File: src/rtl/avl_pkg.sv
// avl_pkg: shared state type and Avalon widths for the request arbiter
package avl_pkg;
  localparam int AVL_AW = 32;
  localparam int AVL_DW = 32;
  localparam int AVL_BEW = 4;
  typedef enum logic [1:0] {IDLE = 2'b00, BUSY = 2'b01, DONE = 2'b10} arb_state_t;
endpackage

File: src/rtl/rr_pick.sv
// rr_pick: combinational round-robin / fixed-priority winner select
module rr_pick #(
  parameter int N = 2,
  parameter bit FIXED_PRIO = 1'b0,
  localparam int IW = (N > 1) ? $clog2(N) : 1
) (
  input  logic [N-1:0]  valid,
  input  logic [IW-1:0] last_grant,
  output logic [IW-1:0] winner,
  output logic          any_valid
);
  logic [IW-1:0] idx;
  // Fixed priority is round-robin that always restarts after index N-1.
  // Scanning from the far end lets the nearest valid index overwrite the rest.
  always_comb begin
    winner = '0;
    idx = '0;
    for (int k = N; k >= 1; k--) begin
      idx = IW'(((FIXED_PRIO ? N - 1 : int'(last_grant)) + k) % N);
      if (valid[idx]) winner = idx;
    end
  end
  assign any_valid = |valid;
endmodule

File: src/rtl/avl_req_arbiter.sv
// avl_req_arbiter: shares one non-pipelined Avalon-MM master between N_REQ requesters,
// with a waitrequest watchdog that aborts hung transfers.
module avl_req_arbiter
  import avl_pkg::*;
#(
  parameter int          N_REQ      = 2,
  parameter int          FIXED_PRIO = 0,
  parameter int          TIMEOUT    = 1024,
  parameter logic [31:0] ERR_DATA   = 32'hDEADBEEF
) (
  input  logic                       clk,
  input  logic                       rst_n,
  input  logic [N_REQ-1:0]           req_read,
  input  logic [N_REQ-1:0]           req_write,
  input  logic [N_REQ*AVL_AW-1:0]    req_address,
  input  logic [N_REQ*AVL_DW-1:0]    req_writedata,
  input  logic [N_REQ*AVL_BEW-1:0]   req_byteenable,
  output logic [AVL_DW-1:0]          req_readdata,
  output logic [N_REQ-1:0]           req_done,
  output logic [N_REQ-1:0]           req_err,
  output logic [AVL_AW-1:0]          avl_address,
  output logic [AVL_BEW-1:0]         avl_byteenable,
  output logic [AVL_DW-1:0]          avl_writedata,
  output logic                       avl_read,
  output logic                       avl_write,
  input  logic [AVL_DW-1:0]          avl_readdata,
  input  logic                       avl_waitrequest
);
  localparam int IW = (N_REQ > 1) ? $clog2(N_REQ) : 1;
  localparam int CW = $clog2(TIMEOUT);
  arb_state_t state, state_nxt;
  logic [IW-1:0] grant, last_grant, winner;
  logic [CW-1:0] cnt;
  logic any_valid, fin;
  rr_pick #(.N(N_REQ), .FIXED_PRIO(FIXED_PRIO != 0)) u_pick (
    .valid(req_read ^ req_write),
    .last_grant(last_grant),
    .winner(winner),
    .any_valid(any_valid)
  );
  // A zero waitrequest wins over the watchdog when both land on the same cycle.
  assign fin = !avl_waitrequest || cnt == CW'(TIMEOUT - 1);
  always_comb
    state_nxt = (state == IDLE) ? (any_valid ? BUSY : IDLE) :
                (state == BUSY) ? (fin ? DONE : BUSY) : IDLE;
  always_ff @(posedge clk or negedge rst_n) begin
    if (!rst_n) begin
      state <= IDLE;
      avl_read <= 1'b0;
      avl_write <= 1'b0;
      avl_address <= '0;
      avl_writedata <= '0;
      avl_byteenable <= '1;
      req_readdata <= '0;
      req_done <= '0;
      req_err <= '0;
      grant <= '0;
      last_grant <= IW'(N_REQ - 1);
      cnt <= '0;
    end else begin
      state <= state_nxt;
      req_done <= '0;
      req_err <= '0;
      if (state == IDLE && any_valid) begin
        avl_address <= req_address[AVL_AW*int'(winner) +: AVL_AW];
        avl_writedata <= req_writedata[AVL_DW*int'(winner) +: AVL_DW];
        avl_byteenable <= req_byteenable[AVL_BEW*int'(winner) +: AVL_BEW];
        avl_read <= req_read[winner];
        avl_write <= req_write[winner];
        grant <= winner;
        last_grant <= winner;
        cnt <= '0;
      end
      if (state == BUSY) begin
        cnt <= cnt + CW'(1);
        if (fin) begin
          avl_read <= 1'b0;
          avl_write <= 1'b0;
          req_done[grant] <= 1'b1;
          req_err[grant] <= avl_waitrequest;
          if (avl_waitrequest) req_readdata <= ERR_DATA;
          else if (avl_read) req_readdata <= avl_readdata;
        end
      end
    end
  end
endmodule

File: config.mk
export PLATFORM = sky130hd
export DESIGN_NAME = avl_req_arbiter
export DESIGN_NICKNAME = d
export VERILOG_FILES = /design/src/rtl/avl_pkg.sv /design/src/rtl/rr_pick.sv /design/src/rtl/avl_req_arbiter.sv
export SDC_FILE = /design/constraint.sdc
export NUM_CORES = 1
export LEC_CHECK = 0
export BUFFER_PORTS_ARGS = -buffer_cell sky130_fd_sc_hd__buf_2
export CORE_MARGIN = 8
export CORE_UTILIZATION = 25
export CTS_BUF_LIST = sky130_fd_sc_hd__clkbuf_16
export CTS_CLUSTER_DIAMETER = 100
export CTS_CLUSTER_SIZE = 14
export DETAILED_ROUTE_END_ITERATION = 8
export PLACE_DENSITY = 0.56
export RECOVER_POWER = 25
export SYNTH_ARGS = -nofsm -noshare
export SYNTH_HDL_FRONTEND = slang
export SYNTH_SLANG_ARGS = --single-unit
File: constraint.sdc
create_clock -name clk -period 3.6 [get_ports clk]
set_input_delay 0.18 -clock clk [delete_from_list [all_inputs] [get_ports clk]]
set_output_delay 0.18 -clock clk [all_outputs]
set_load 0.05 [all_outputs]
==> PnR_summary.wiki <==
{| class="wikitable"
! Metric !! Value
|-
| Mapped cell area || about 0.005 mm²
|-
| Reg2reg end || avl_writedata[3]
|-
| Wire length the detailed router placed on met1 || approximately 8600 µm
|-
| Weighted congestion reported at the end of routability-driven placement || 0.743
|-
| Type of the most critical hold path || primary input to flop
|-
| Standard-cell rows || 52
|-
| Count of state elements after synthesis || between 100 and 150
|-
| Placed cell areas || between 0.006 and 0.007 mm²
|-
| Unrepaired setup endpoints after global routing || no
|-
| Count of distinct cell types in the synthesized netlist || 38
|-
| Critical path capture point || avl_writedata[3]
|-
| Multiplexer share of the synthesized area || 0.00388
|-
| Leakage || between 3 and 4 nW
|-
| Start-to-end type of the worst setup path || flop to flop
|-
| Post-synthesis compound-gate area fraction || 0.223
|-
| Total Routed Length || between 15000 and 20000 µm
|-
| Worst slew pin tran || roughly 1.7 ns
|-
| Crit path required time || approximately 3.9 ns
|-
| Violated checks || capacitance limit, slew limit
|-
| Setup TNS || 0 ns
|-
| Total core area || ~0.02 mm²
|-
| First-pass GRT wire length || around 31000 µm
|-
| Pin count of the biggest net entering global routing || 66
|-
| Worst Min Path Start || req_address[16]
|-
| Cells taking the most area after synthesis || sky130_fd_sc_hd__dfrtp_1 56%, sky130_fd_sc_hd__a21oi_1 14%, sky130_fd_sc_hd__nand2_1 5.3%
|-
| Critical-path cell with the highest stage delay || sky130_fd_sc_hd__o21ai_4
|-
| Top layer reached by signal wires || met5
|-
| Starting density of the core || 0.255
|-
| Die ar. || between 0.02 and 0.03 mm²
|-
| CTS tree || built
|-
| Max-capacitance violation count || 1
|-
| Number of antenna diodes || 0
|-
| Dpl ws || about 1.6 ns
|-
| Critical Path Sink Type || flop
|-
| Number of buffers created by CTS || 17
|-
| DRC viols || 0
|-
| Worst Path Arrival || 2.33 ns
|-
| Post-Syn Area per Cell || around 9.5 µm²
|-
| Vias per inst || roughly 4.5
|-
| Number of instances in the placed design || ~1100
|-
| Minimum clock period after layout || between 2 and 2.5 ns
|-
| Yosys warnings || 0
|-
| Simple-gate share of the synthesized area || 0.140
|-
| Overflow left after global routing || 0
|-
| Critical path depth in cells || 5
|-
| Synthesized netlist cell count || 541
|-
| Non-Filler Cell Area, Final || around 0.0083 mm²
|-
| Total met2 wirelength after detailed routing || roughly 9000 µm
|-
| Post-route core utilization || 0.411
|-
| Source of the worst register-to-register timing path || last_grant
|-
| Horiz. Die Dim || about 160 µm
|-
| Timing-limited maximum frequency || 499 MHz
|-
| H-tree depth || 4
|-
| Count of non-filler cells in the finished layout || about 1200
|-
| Setup clock skew after layout || 0.00882 ns
|-
| Sequential fraction of the synthesis area || 0.584
|-
| Combinational family with the most area after synthesis || compound AO/OA/AOI/OAI gates
|-
| Status || finished with violations
|-
| Max-Slew Margin vs Limit || -0.132
|-
| Synth Flop Type || sky130_fd_sc_hd__dfrtp_1
|-
| Worst setup slack after layout || 1.60 ns
|-
| Delay of the slowest cell on the worst path || slightly below 0.6 ns
|-
| First-pass iteration count of the detailed router || 4
|-
| Flop-to-flop setup slack || approximately 1.6 ns
|-
| Overall fraction of global-route tracks in use || 0.153
|-
| Antenna violations before repair || 3
|-
| Sink Count || 120
|-
| CP Max Fanout || 28
|-
| Total setup violations reported at the end of the flow || 0
|-
| Vias || 5365
|-
| Beginning of the critical path || last_grant
|-
| Wirelength per Cell || ~17 µm
|-
| Number of DRC violations after detailed-routing iteration 0 || 388
|-
| Most numerous cell in the Yosys netlist || sky130_fd_sc_hd__a21oi_1
|-
| Detailed-placement wirelength estimate || 13200 µm
|-
| DRT antenna net count || 0
|-
| Post-route worst hold slack || between 0.015 and 0.02 ns
|-
| Buffer type at the clock tree root || sky130_fd_sc_hd__clkbuf_16
|-
| Arithmetic-cell share of the synthesized area counting full adders, half adders and majority gates || 0.00243
|-
| Final period utilization || 0.556
|-
| Clock network latency to the later pin of the worst-skew pair || 0.41 ns
|-
| Number of pins with negative max-slew slack in the final report || 65
|-
| CP Cell Sequence || inv_1, o21ai_4, buf_4, nand2_1, a21oi_1
|-
| Top Family by Delay on Critical Path || compound AO/OA/AOI/OAI gates
|-
| Final-report hold violation count || 0
|-
| Number of cell instances on the worst register-to-register path || 5
|-
| Power Dens Cells || 1030 mW/mm²
|-
| Cell taking the most area after synthesis || sky130_fd_sc_hd__dfrtp_1
|-
| Buffers plus inverters on the worst setup path || 2
|-
| Routed wire length on met3 || ~1600 µm
|-
| Share of synthesized flip-flops with an asynchronous set or reset || 1.00
|-
| Y dimension of the die || roughly 160 µm
|-
| Synth top area share || 0.558
|-
| Launching element type of the critical path || flop
|-
| Number of I/O pins || 281
|-
| Synthesized net count || 717
|-
| Clock-pin slew on the worst setup and hold paths || ~0.060 ns
|-
| Synthesized-area fraction occupied by xor and xnor cells || 0.0102
|-
| Post-synth EDFFs || 0
|-
| Total power || ~8.6 mW
|-
| Maximum vdd ir drop || between 400 and 500 µV
|-
| Share of cells above drive strength 1 || 0.340
|-
| Number of buffers inserted by port buffering || 280
|-
| Area growth from synthesis to layout || 61.3%
|-
| Hold-critical path depth || 3
|-
| Post-synth top cells || 142 x sky130_fd_sc_hd__a21oi_1, 115 x sky130_fd_sc_hd__dfrtp_1, 73 x sky130_fd_sc_hd__nand2_1, 73 x sky130_fd_sc_hd__nor2_1, 24 x sky130_fd_sc_hd__o22a_1
|-
| Buffers from clock root to sink, at most || 2
|-
| Post-layout net count || 1076
|-
| Via count of the first global-routing pass || roughly 5900
|-
| Cts repair resizes || 0
|}
[final cells by class]
cell class              count  area, µm²
fillers                  2002      11900
flip-flops and latches    120       3010
repair buffers            379       2360
multi-input cells         380       1990
clock buffers              17        425
well taps                 270        338
clock inverters            15        176
inverters                   2       7.51
[worst register-to-register path, stage by stage, from the launching register on]
cell	delay, ns
sky130_fd_sc_hd__dfstp_2	0.56
sky130_fd_sc_hd__inv_1	0.09
sky130_fd_sc_hd__o21ai_4	0.58
sky130_fd_sc_hd__buf_4	0.43
sky130_fd_sc_hd__nand2_1	0.11
sky130_fd_sc_hd__a21oi_1	0.15
[timing repair]
action | CTS | global route
hold endpoints to repair | 149 | 0
hold buffers | 89 | 0
buffers inserted | 0 | 0
[worst min-delay path by stage]
stage	to	slack [ns]
3_3_place_gp	req_readdata[1]	0.36
5_1_grt	req_readdata[18]	0.002
2_1_floorplan	avl_address[0]	-0.12
3_5_place_dp	req_readdata[10]	0.36
4_1_cts	req_readdata[4]	0.00001
6_report	avl_address[16]	0.02
[registers in the layout (all words and copies together), names as in the netlist]
name            flops
avl_address        32
avl_byteenable      4
avl_read            1
avl_write           1
avl_writedata      32
cnt                10
grant               1
last_grant          1
req_done            2
req_err             2
req_readdata       32
state               2
[per-layer routing]
layer  GRT usage  up-vias
met4      0.0549        6
li1            -     2590
met2       0.246      247
met3      0.0579       30
met1       0.183     2492
met5           0        -
[logic make-up after synthesis]
group | after synthesis
xor+xnor | 6
compound gates | 196
simple gates | 175
mux | 2
fa+ha+maj | 1
flops | 120
buf+inv | 41
[layout by cell type, fill, tap and decap left out, types with 3 or more instances in the layout]
cell type / synthesis / layout
sky130_fd_sc_hd__clkbuf_16: 0 / 17
sky130_fd_sc_hd__o21ai_0: 7 / 7
sky130_fd_sc_hd__buf_2: 16 / 257
sky130_fd_sc_hd__nor2_1: 73 / 73
sky130_fd_sc_hd__clkbuf_1: 19 / 22
sky130_fd_sc_hd__xor2_1: 4 / 4
sky130_fd_sc_hd__dfstp_2: 5 / 5
sky130_fd_sc_hd__clkinvlp_4: 0 / 3
sky130_fd_sc_hd__nand2b_1: 3 / 3
sky130_fd_sc_hd__bufinv_16: 0 / 3
sky130_fd_sc_hd__buf_4: 4 / 8
sky130_fd_sc_hd__nor3_1: 3 / 3
sky130_fd_sc_hd__dfrtp_1: 115 / 115
sky130_fd_sc_hd__a22o_1: 8 / 8
sky130_fd_sc_hd__nand4_1: 5 / 5
sky130_fd_sc_hd__nand2_1: 73 / 73
sky130_fd_sc_hd__o22a_1: 24 / 24
sky130_fd_sc_hd__a21oi_1: 142 / 142
sky130_fd_sc_hd__nand3_1: 8 / 8
sky130_fd_sc_hd__dlygate4sd3_1: 0 / 89
[power by group]
group	internal (mW)	switching, mW
Sequential	1.99	0.353
Clock	1.09	0.661
Combinational	1.09	3.37
(Power assumes the default switching activity.)
